[src/rtl/load_store_unit_pkg.sv]
// RV32I opcode encodings and load/store unit state definitions.
// Shared by the load/store unit and its load extension datapath.
package rv32i_opcodes;

    localparam int XLEN = 32;

    typedef enum logic [2:0] {
        LB  = 3'b000,
        LH  = 3'b001,
        LW  = 3'b010,
        LBU = 3'b100,
        LHU = 3'b101
    } load_funct3_t;

    typedef enum logic [2:0] {
        SB = 3'b000,
        SH = 3'b001,
        SW = 3'b010
    } store_funct3_t;

    typedef enum logic [1:0] {
        IDLE = 2'd0,
        WAIT = 2'd1,
        DONE = 2'd2
    } lsu_state_t;

endpackage

[src/rtl/load_store_unit_load_extend.sv]
// Load data extraction: picks the byte/halfword lane and extends it.
// Unknown funct3 encodings fall through to a full-word load.
module load_extend
    import rv32i_opcodes::*;
(
    input  logic [XLEN-1:0] rdata,
    input  logic [2:0]      funct3,
    input  logic [1:0]      lane,
    output logic [XLEN-1:0] ext
);

    logic [7:0]  byte_sel;
    logic [15:0] half_sel;

    // Select lane data, then extend according to the access type.
    always_comb begin
        unique case (lane)
            2'd0: byte_sel = rdata[7:0];
            2'd1: byte_sel = rdata[15:8];
            2'd2: byte_sel = rdata[23:16];
            2'd3: byte_sel = rdata[31:24];
            default: byte_sel = rdata[7:0];
        endcase
        half_sel = lane[1] ? rdata[31:16] : rdata[15:0];
        case (funct3)
            LB:      ext = {{24{byte_sel[7]}}, byte_sel};
            LBU:     ext = {24'd0, byte_sel};
            LH:      ext = {{16{half_sel[15]}}, half_sel};
            LHU:     ext = {16'd0, half_sel};
            default: ext = rdata;
        endcase
    end

endmodule

[src/rtl/load_store_unit.sv]
// RV32I load/store unit: req/ack data-memory transaction with timeout.
// Optional LSU_MISALIGN_TRAP_EN traps misaligned half/word accesses.
module load_store_unit
    import rv32i_opcodes::*;
#(
    parameter int WIDTH    = 32,
    parameter int MAX_WAIT = 255
) (
    input  logic             clk,
    input  logic             rst,
    input  logic             start,
    input  logic             is_load,
    input  logic             is_store,
    input  logic [2:0]       funct3,
    input  logic [WIDTH-1:0] addr,
    input  logic [WIDTH-1:0] store_data,
    output logic             busy,
    output logic             done,
    output logic             err,
`ifdef LSU_MISALIGN_TRAP_EN
    output logic             misaligned,
`endif
    output logic [WIDTH-1:0] mem_rd_data,
    output logic             dmem_req,
    output logic             dmem_we,
    output logic [WIDTH-1:0] dmem_addr,
    output logic [WIDTH-1:0] dmem_wdata,
    output logic [3:0]       dmem_be,
    input  logic             dmem_ack,
    input  logic [WIDTH-1:0] dmem_rdata
);

    localparam int CW = $clog2(MAX_WAIT + 1);

    if (WIDTH != 32) begin : g_width_check
        $error("load_store_unit supports WIDTH=32 only");
    end

    lsu_state_t       state_q;
    logic [CW-1:0]    cnt_q;
    logic [CW-1:0]    cnt_d;
    logic [2:0]       f3_q;
    logic [1:0]       lane_q;
    logic             load_q;
    logic             done_q;
    logic             err_q;
    logic [WIDTH-1:0] rd_q;
    logic             req_q;
    logic             we_q;
    logic [WIDTH-1:0] addr_q;
    logic [WIDTH-1:0] wdata_q;
    logic [3:0]       be_q;
    logic [3:0]       be_d;
    logic [WIDTH-1:0] wdata_d;
    logic [WIDTH-1:0] ext_d;
    logic             accept;
    logic             trap_d;
`ifdef LSU_MISALIGN_TRAP_EN
    logic             mis_q;
`endif

    load_extend u_load_extend (
        .rdata  (dmem_rdata),
        .funct3 (f3_q),
        .lane   (lane_q),
        .ext    (ext_d)
    );

    assign accept = start && (is_load || is_store);
    assign cnt_d  = cnt_q + 1'b1;

    // Byte enables and lane-replicated write data for the incoming request.
    always_comb begin
        be_d    = 4'b1111;
        wdata_d = store_data;
        if (!is_load) begin
            case (funct3[1:0])
                2'b00: begin
                    be_d    = 4'b0001 << addr[1:0];
                    wdata_d = {4{store_data[7:0]}};
                end
                2'b01: begin
                    be_d    = 4'b0011 << {addr[1], 1'b0};
                    wdata_d = {2{store_data[15:0]}};
                end
                default: ;
            endcase
        end
    end

    // Misalignment detection; without the trap, low bits are just ignored.
    always_comb begin
`ifdef LSU_MISALIGN_TRAP_EN
        trap_d = ((funct3[1:0] == 2'b01) && addr[0])
              || (funct3[1] && (addr[1:0] != 2'b00));
`else
        trap_d = 1'b0;
`endif
    end

    // Transaction FSM with registered memory-port and status outputs.
    always_ff @(posedge clk) begin
        if (rst) begin
            state_q <= IDLE;
            cnt_q   <= '0;
            f3_q    <= '0;
            lane_q  <= '0;
            load_q  <= 1'b0;
            done_q  <= 1'b0;
            err_q   <= 1'b0;
            rd_q    <= '0;
            req_q   <= 1'b0;
            we_q    <= 1'b0;
            addr_q  <= '0;
            wdata_q <= '0;
            be_q    <= '0;
`ifdef LSU_MISALIGN_TRAP_EN
            mis_q   <= 1'b0;
`endif
        end else begin
            done_q <= 1'b0;
            err_q  <= 1'b0;
`ifdef LSU_MISALIGN_TRAP_EN
            mis_q  <= 1'b0;
`endif
            unique case (state_q)
                IDLE: begin
                    if (accept) begin
                        f3_q   <= funct3;
                        lane_q <= addr[1:0];
                        load_q <= is_load;
                        cnt_q  <= '0;
                        if (trap_d) begin
                            state_q <= DONE;
                            done_q  <= 1'b1;
`ifdef LSU_MISALIGN_TRAP_EN
                            mis_q   <= 1'b1;
`endif
                        end else begin
                            state_q <= WAIT;
                            req_q   <= 1'b1;
                            we_q    <= !is_load;
                            addr_q  <= {addr[WIDTH-1:2], 2'b00};
                            wdata_q <= wdata_d;
                            be_q    <= be_d;
                        end
                    end
                end
                WAIT: begin
                    if (dmem_ack) begin
                        req_q   <= 1'b0;
                        done_q  <= 1'b1;
                        state_q <= DONE;
                        if (load_q) begin
                            rd_q <= ext_d;
                        end
                    end else if (cnt_d == CW'(MAX_WAIT)) begin
                        req_q   <= 1'b0;
                        done_q  <= 1'b1;
                        err_q   <= 1'b1;
                        state_q <= DONE;
                    end else begin
                        cnt_q <= cnt_d;
                    end
                end
                DONE: state_q <= IDLE;
                default: state_q <= IDLE;
            endcase
        end
    end

    assign busy        = (state_q != IDLE);
    assign done        = done_q;
    assign err         = err_q;
    assign mem_rd_data = rd_q;
    assign dmem_req    = req_q;
    assign dmem_we     = we_q;
    assign dmem_addr   = addr_q;
    assign dmem_wdata  = wdata_q;
    assign dmem_be     = be_q;
`ifdef LSU_MISALIGN_TRAP_EN
    assign misaligned  = mis_q;
`endif

endmodule

[config.mk]
export PLATFORM = sky130hd
export DESIGN_NAME = load_store_unit
export DESIGN_NICKNAME = d
export VERILOG_FILES = /design/src/rtl/load_store_unit_pkg.sv /design/src/rtl/load_store_unit_load_extend.sv /design/src/rtl/load_store_unit.sv
export SDC_FILE = /design/constraint.sdc
export NUM_CORES = 1
export LEC_CHECK = 0
export CAP_MARGIN = 20
export CORE_MARGIN = 2
export CORE_UTILIZATION = 25
export CTS_BUF_LIST = sky130_fd_sc_hd__clkbuf_8
export CTS_CLUSTER_DIAMETER = 80
export DETAILED_ROUTE_END_ITERATION = 16
export PLACE_DENSITY = 0.63
export SYNTH_ARGS = -nofsm -noshare
export SYNTH_HDL_FRONTEND = slang
export SYNTH_SLANG_ARGS = --single-unit
[constraint.sdc]
create_clock -name clk -period 4.2 [get_ports clk]
set_input_delay 0.84 -clock clk [delete_from_list [all_inputs] [get_ports clk]]
set_output_delay 0.84 -clock clk [all_outputs]
set_load 0.01 [all_outputs]
==> results.md, run 1 <==
Timing:
- The hold violation total from the final report is 0.
- Dividing the final minimum period by the clock period gives 61.4%.
- The count of pins over their slew limit is 0.
- Setup repair after global routing left no endpoint under its margin.
- On the final layout, the worst clock skew is 20.3 ps.
- Derived from the worst setup path, the maximum achievable clock frequency is just under 0.4 GHz.
- Measured against its own limit, the worst slew margin works out to about half.
- Setup violations remaining at the end of the flow were counted as 0.
- The slew at the pin closest to its max-slew limit is about 800 ps.
- Hold timing on the final database bottoms out at a slack of roughly 460 ps.
- For the final routed database, the setup TNS stands at 0 ps.
- The final setup slack of the worst path is ~1600 ps.
- The final critical-path required period is 2580 ps.

Global routing:
- The initial antenna violation count came to 0.
- In the global route stage, overall resource usage came out at 16.0%.
- The via count of the first global-routing pass is around 5,000.
- Summed over all layers, the global routing overflow is 0.
- The pin count of the biggest net entering global routing is 63.
- The first global-routing pass estimated 27.4 mm of wire.

Setup path:
- In this design, the stage delay of the slowest critical-path cell is roughly 650 ps.
- The endpoint kind of the worst setup timing path is a register.
- In this run the critical register-to-register path is captured at mem_rd_data[6].
- The cell at the slowest stage of the critical path is sky130_fd_sc_hd__nor2_4.
- The type of the setup path with the least slack is input pin to register.
- The number of cells on the critical path is 7.
- The critical path ends at dmem_wdata[26].
- The most numerous cell on the critical path is sky130_fd_sc_hd__buf_4.
- The cell type group with the largest total delay on the critical path is buffers and inverters.
- The worst setup path is launched from an input pin.
- STA puts the critical path data arrival time at slightly below 3000 ps.
- The start point of the critical path is is_load.
- The required time reported for the critical path endpoint is between 4000 and 5000 ps.
- The depth of the worst register-to-register path is 5.
- Walking the worst path, the cells encountered are clkdlybuf4s50_1 -> buf_4 -> o21ai_0 -> nor2_4 -> buf_4 -> o211ai_1 -> a21oi_1.
- The peak fanout along the critical path is 33.
- The minimum setup slack among reg-to-reg paths is ~1700 ps.
- The worst path buffer plus inverter count is 3.
- The beginning of the worst register-to-register path is lane_q[1].

Synth:
- The synthesized design contains 118 register bits.
- The count of mapped cells out of synthesis is approximately 640.
- For this run, asynchronously set or reset flops after synthesis account for 0%.
- The synthesized design contains 0 enable-type register cells.
- After synthesis, the cell types taking the most area are sky130_fd_sc_hd__dfxtp_1 45%, sky130_fd_sc_hd__nand2_1 11%, sky130_fd_sc_hd__a21oi_1 7.4%.
- For this run, the leading register cell type out of synthesis is sky130_fd_sc_hd__dfxtp_1.
- During synthesis, Yosys emitted a total of 0 warnings.
- The number of different library cells in the post-synthesis netlist is 59.
- Sequential cells were found to cover between 40 and 50% of the synthesized design area.
- The cell type with the highest aggregate area in the netlist is sky130_fd_sc_hd__dfxtp_1.
- A synthesized cell averages 8.21 sq um.
- The area of the mapped netlist is 5220 sq um.
- The top cell type by area accounts for between 40% and 50% of the synthesized area.

Final layout:
- The count of antenna diodes in the layout is 0.
- The layout overhead on the synthesized area is 51.9%.
- The proportion of layout cells with a drive suffix above 1 is under 10%.
- After the last flow step, the layout net total stands at 929.
- The final cell count without fillers is between 1,000 and 1,500.
- At the end of the flow the core is filled with cells to between 30% and 40%.

Placement:
- During placement, the flow inserted port buffers numbering between 200 and 250.
- At the placement stage, the worst setup path has a slack of roughly 1200 ps.
- The number of instances in the placed design is around 1,100.
- The placed wire-length estimate is approximately 13 mm.
- Routability-driven placement finished with a final weighted congestion of roughly 0.82.

Clock tree:
- The count of instances resized after the clock tree is built is 0.
- The source-to-sink clock delay at the later pin of the worst-skew pair is between 400 and 500 ps.
- The TritonCTS clock tree is built.
- The number of hold buffers added after CTS was 0.
- The master cell of the clock root buffer is sky130_fd_sc_hd__clkbuf_8.
- The clock slew seen by the registers of the worst setup and hold paths is about 80 ps.
- In this run the deepest clock path goes through 2 buffers.
- For this design, the sink count on the clock tree is 118.
- The total setup buffers inserted after CTS is 0.
- The number of clock buffers added by TritonCTS is 17.
- The H-tree level count is 4.

Routing:
- The total wire length after detailed routing is 17.9 mm.
- The routed layout has 5,271 vias.
- Dividing the detail-routed via count by the number of cells gives approximately 4.8.
- For this block, the initial DRC count from the detailed router was between 200 and 300.
- For this run, the detailed router's first-pass iteration total came to 5.
- In the routed design, unresolved DRC markers number 0.
- The antenna violation net count after detailed routing is 0.
- After detailed routing, the average wire length per cell comes to around 16 um.

Power:
- For this design the ratio of total power to cell area is roughly 360 nW/um^2.
- The largest voltage drop on the vdd net is 0.280 mV.
- The leakage power summed over all cells is roughly 2.7 nW.

Die:
- The top-level I/O count is 210.
- The number of placement rows is 52.
- The starting density of the core is 25.6%.
- The full die area is roughly 22,000 sq um.
- The placeable core region is between 20,000 and 25,000 sq um.
- The die extent in y is 149 um.
- The die boundary width is 149 um.

Min path:
- The tightest min-delay check is of the register to register type.

Job:
- The max-cap check violation count is 0.

Outcome:
- The run finished with clean final reports.
-- power breakdown --
part	leakage, nW	switching [mW]	internal [mW]
combinational	1.53	0.235	0.252
clock	0.212	0.542	0.600
sequential	0.963	0.0393	1.17
-- placed cells by master (no fill, tap or decap), drive strengths merged, types with 12 or more instances in the layout --
cell | synthesis | layout
mux2i | 17 | 17
dfxtp | 118 | 118
clkbuf | 36 | 17
o21ai | 24 | 24
a211oi | 25 | 25
a21oi | 78 | 78
clkdlybuf4s50 | 0 | 206
nand2 | 153 | 153
o211ai | 24 | 24
buf | 16 | 12
nor2 | 50 | 50
-- worst min-delay path, cell delays in order (launching register included) --
cell,delay [ps]
sky130_fd_sc_hd__dfxtp_1,310
sky130_fd_sc_hd__nand2_1,50
sky130_fd_sc_hd__a21oi_1,50
-- final cells by class --
cell class / count / area [sq um]
clock buffers: 17 / 234
clock inverters: 15 / 190
fillers: 2092 / 12400
inverters: 5 / 18.8
multi-input cells: 462 / 2620
flip-flops and latches: 118 / 2360
well taps: 270 / 338
repair buffers: 218 / 2160
-- worst min path at each step --
| stage | from | to | slack, ps | cells after the start |
|---|---|---|---|---|
| 2_1_floorplan | lane_q[0] | lane_q[0] | 450 | 2 |
| 3_3_place_gp | dmem_wdata[14] | dmem_wdata[14] | 440 | 2 |
| 3_5_place_dp | mem_rd_data[2] | mem_rd_data[2] | 450 | 2 |
| 4_1_cts | mem_rd_data[2] | mem_rd_data[2] | 460 | 2 |
| 5_1_grt | dmem_addr[24] | dmem_addr[24] | 470 | 2 |
| 6_report | dmem_addr[24] | dmem_addr[24] | 460 | 2 |
-- Yosys cell counts, types with 3 or more instances --
master	count
sky130_fd_sc_hd__a211oi_1	13
sky130_fd_sc_hd__a211oi_2	11
sky130_fd_sc_hd__a21oi_1	77
sky130_fd_sc_hd__a22o_1	9
sky130_fd_sc_hd__a22oi_1	7
sky130_fd_sc_hd__a311oi_1	10
sky130_fd_sc_hd__a31oi_1	4
sky130_fd_sc_hd__and2_1	3
sky130_fd_sc_hd__buf_2	12
sky130_fd_sc_hd__clkbuf_1	36
sky130_fd_sc_hd__dfxtp_1	118
sky130_fd_sc_hd__inv_1	4
sky130_fd_sc_hd__mux2i_1	17
sky130_fd_sc_hd__nand2_1	152
sky130_fd_sc_hd__nand2b_1	4
sky130_fd_sc_hd__nand3_1	4
sky130_fd_sc_hd__nor2_1	49
sky130_fd_sc_hd__nor2b_1	3
sky130_fd_sc_hd__nor3_1	6
sky130_fd_sc_hd__o211ai_1	24
sky130_fd_sc_hd__o21ai_0	24
sky130_fd_sc_hd__o221ai_1	4
-- per-stage QoR --
stage	instance area (sq um)	power, mW
2_1_floorplan	5220	1.45
3_3_place_gp	7500	1.72
3_5_place_dp	7500	1.73
4_1_cts	7930	2.88
5_1_grt	7930	2.96
6_report	7930	2.84
-- metal layers --
metal	global-route usage, %	wire length (um)
met5	0	0
met3	6.56	1850
met2	25.3	8110
met1	20.0	7660
met4	4.76	299
-- kinds of logic (layout without fill, tap and decap cells) --
logic type | count (synthesis) | after routing | synth area share, %
other | 1 | 2 | 0.0718
AO/OA/AOI/OAI | 197 | 197 | 25.5
XOR/XNOR | 1 | 1 | 0.168
flip-flops | 118 | 118 | 45.3
multiplexers | 19 | 19 | 3.91
buffers and inverters | 57 | 255 | 4.82
adder cells (fa/ha/maj) | 2 | 2 | 0.479
AND/OR/NAND/NOR | 241 | 241 | 19.8
-- flip-flops by register name (all words and copies together) (netlist names) --
register,count
cnt_q,8
dmem_addr,30
dmem_be,4
dmem_req,1
dmem_wdata,32
dmem_we,1
done,1
err,1
f3_q,3
lane_q,2
load_q,1
mem_rd_data,32
state_q,2
Note: power is estimated with default switching activity, not from simulation.
==> run 2: changes to the inputs <==
==> constraint.sdc (replaced) <==
create_clock -name clk -period 2.6 [get_ports clk]
set_input_delay 0.52 -clock clk [delete_from_list [all_inputs] [get_ports clk]]
set_output_delay 0.52 -clock clk [all_outputs]
set_load 0.01 [all_outputs]
==> results.md, run 2 (synthesis gave the netlist of run 1 again) <==
Setup path:
- The type of the setup path with the least slack was register to primary output (was input pin to register).
- The peak fanout along the critical path is 5 (was 33).
- Sequence of cells on the critical path: or2_2 -> clkdlybuf4s50_1 (was clkdlybuf4s50_1 -> buf_4 -> o21ai_0 -> nor2_4 -> buf_4 -> o211ai_1 -> a21oi_1).
- The start point of the critical path is state_q[1] (was is_load).
- The endpoint kind of the worst setup timing path is a primary output (was register).
- The required time reported for the critical path endpoint is 2080 ps (was 4590 ps).
- The cell type group with the largest total delay on the critical path is buffers and inverters (unchanged).
- The cell at the slowest stage of the critical path is sky130_fd_sc_hd__clkdlybuf4s50_1 (was sky130_fd_sc_hd__nor2_4).
- The data arrival time of the worst path is 1640 ps (was 2970 ps).
- The beginning of the worst register-to-register path was cnt_q[1] (was lane_q[1]).
- The worst path buffer plus inverter count is 1 (was 3).
- The highest cell delay on the worst timing path came to 520 ps (was 650 ps).
- The kind of start point of the critical path is a register (was input pin).

Timing:
- The worst-case headroom to the max-slew limit came to 58.0% (was 48.1%).
- Based on the critical path, the design can be clocked at up to 0.463 GHz.
- The largest clock skew in the final design is 16.7 ps (was 20.3 ps).
- The count of pins over their slew limit is 0 (unchanged).
- Counting I/O delays and the setup requirement, the final critical path takes 2160 ps.
- The hold violation total from the final report was 0 (unchanged).
- The final-report setup violation count is 0 (unchanged).
- The portion of the clock cycle consumed by the worst path in the final layout is ~83%.
- The setup TNS is 0 ps (unchanged).
- The slew at the pin closest to its max-slew limit came to 630 ps (was 777 ps).
- Setup repair after global routing missed its margin: no (unchanged).

Clock tree:
- The master cell of the clock root buffer is sky130_fd_sc_hd__clkbuf_8 (unchanged).
- The total CTS buffers is 17 (unchanged).
- The count of instances resized after the clock tree is built came to 0 (unchanged).
- The number of sinks on the clock net is 118 (unchanged).
- The number of hold buffers added after cts is 0 (unchanged).
- The source-to-sink clock delay at the later pin of the worst-skew pair is 440 ps (was 470 ps).
- The H-tree level count is 4 (unchanged).
- The TritonCTS clock tree is built (unchanged).
- The clock slew seen by the registers of the worst setup and hold paths is 80 ps (about the same).
- The total setup buffers inserted after CTS is 0 (unchanged).
- The maximum clock insertion buffer count is 2 (unchanged).

Die:
- The die boundary width is 149 um (unchanged).
- The full die area is 22,100 sq um (unchanged).
- The placeable core region is 20,400 sq um (unchanged).
- The top-level I/O count was 210 (unchanged).
- The die extent in y came to 149 um (unchanged).
- The starting density of the core is 25.6% (unchanged).
- The number of placement rows is 52 (unchanged).

Power:
- The fraction of power consumed by sequential logic is 42.1% (was 42.7%).
- The largest voltage drop on the vdd net is 0.306 mV (was 0.280 mV).
- The clock network power share is 40.4% (was 40.2%).
- The total chip power is 4.61 mW (was 2.84 mW).
- The power per cell area is 576 nW/um^2 (was 359 nW/um^2).
- The total net switching power is 1.24 mW (was 0.816 mW).
- The cell-internal power is 3.38 mW (was 2.03 mW).
- The fraction of power spent switching nets came to 26.8% (was 28.7%).
- The leakage power summed over all cells is 2.76 nW (was 2.70 nW).
- The combinational group share of total power is 17.5% (was 17.1%).

Placement:
- The quantity of I/O buffers inserted on ports is 207 (unchanged).
- The number of instances in the placed design was 1,080 (was 1,073).
- The placer congestion estimate is 0.795 (was 0.815).
- The placed wire-length estimate is 12.5 mm (was 12.6 mm).

Routing:
- The post-detailed-route wirelength per cell was 15.9 um (was 16.2 um).
- The via total after detailed routing is 5,207 (was 5,271).
- The via density per instance is 4.68 (was 4.77).
- The first-pass iteration count of the detailed router is 5 (unchanged).
- The total wire length after detailed routing is 17.7 mm (was 17.9 mm).
- The antenna violation net count after detailed routing is 0 (unchanged).
- The detailed-route DRC error count is 0 (unchanged).
- The starting DRC count in detailed routing was 215 (was 255).

Final layout:
- The count of antenna diodes in the layout is 0 (unchanged).
- Highest-count cells in the layout ignoring fill and taps: 206 x sky130_fd_sc_hd__clkdlybuf4s50_1, 152 x sky130_fd_sc_hd__nand2_1, 118 x sky130_fd_sc_hd__dfxtp_1 (unchanged).
- The most common cell after layout, fill and taps aside is sky130_fd_sc_hd__clkdlybuf4s50_1 (unchanged).
- The total number of nets in the final design was 936 (was 929).
- The final cell count without fillers is 1,112 (was 1,105).
- The post-layout utilization of the core was 39.3% (was 38.9%).
- The layout overhead on the synthesized area is 53.5% (was 51.9%).
- The proportion of layout cells with a drive suffix above 1 was 9.14% (was 8.62%).

Global routing:
- The initial antenna violation count is 0 (unchanged).
- The first-pass GRT wire length came to 27.6 mm (was 27.4 mm).
- The global-route congestion overflow total was 0 (unchanged).
- The global-route total usage across every layer is 15.9% (was 16.0%).
- The via count of the first global-routing pass is 5,030 (was 5,048).
- The pin count of the biggest net entering global routing is 72 (was 63).

Min path:
- The source of the worst hold timing path is dmem_wdata[12] (was dmem_addr[24]).
- The type of the worst min-delay path is register to register (unchanged).

Outcome:
- Outcome: complete, no violations (unchanged).

Job:
- The max-cap check violation count is 0 (unchanged).
## run 2: cell count changes in the layout (fill, tap and decap cells not counted), sizes merged
cell and change:
inv -3, bufinv +1, clkbuf +1, buf +7, clkinvlp +1
## run 2: area by class of cell
type,instances,area (sq um)
flip-flops and latches,118,2360
clock inverters,14,184
clock buffers,18,248
inverters,5,18.8
fillers,2102,12400
well taps,270,338
repair buffers,225,2240
multi-input cells,462,2620
## run 2: worst reg2reg max path, cell delays in order (launching register included)
cell	delay, ps
sky130_fd_sc_hd__dfxtp_1	440
sky130_fd_sc_hd__ha_1	460
sky130_fd_sc_hd__and3b_1	220
sky130_fd_sc_hd__a31oi_1	40
sky130_fd_sc_hd__o21ai_0	410
sky130_fd_sc_hd__a31o_2	300
sky130_fd_sc_hd__o21ai_0	100
## run 2: final timing paths
path	to	slack (ps)	cells after the start
worst max-delay path	busy	440	2
worst min-delay path	dmem_wdata[12]	450	2
worst max register to register	state_q[0]	490	6
worst min register to register	dmem_wdata[12]	450	2
## run 2: through the flow
stage,hold slack (ps),worst slack [ps],area (sq um)
after floorplan,455,889,5220
after global placement,438,251,7580
after detailed placement,445,228,7580
after CTS,455,375,8010
after global routing,468,353,8010
final,453,438,8010
## run 2: power groups by stage
stage,Sequential [mW],Clock [mW],Combinational (mW)
2_1_floorplan,2.02,0,0.321
3_3_place_gp,1.98,0,0.812
3_5_place_dp,1.98,0,0.815
4_1_cts,1.94,1.93,0.818
5_1_grt,1.96,2.01,0.880
6_report,1.94,1.86,0.806
## run 2: layer usage
metal	part of all wire (%)	routed length, um	track usage (%)	vias up
li1	-	-	-	2619
met1	44	7830	20.1	2416
met2	46	8180	25.7	161
met3	8.6	1520	6.01	11
met4	0.90	159	4.14	0
met5	0	0	0	-
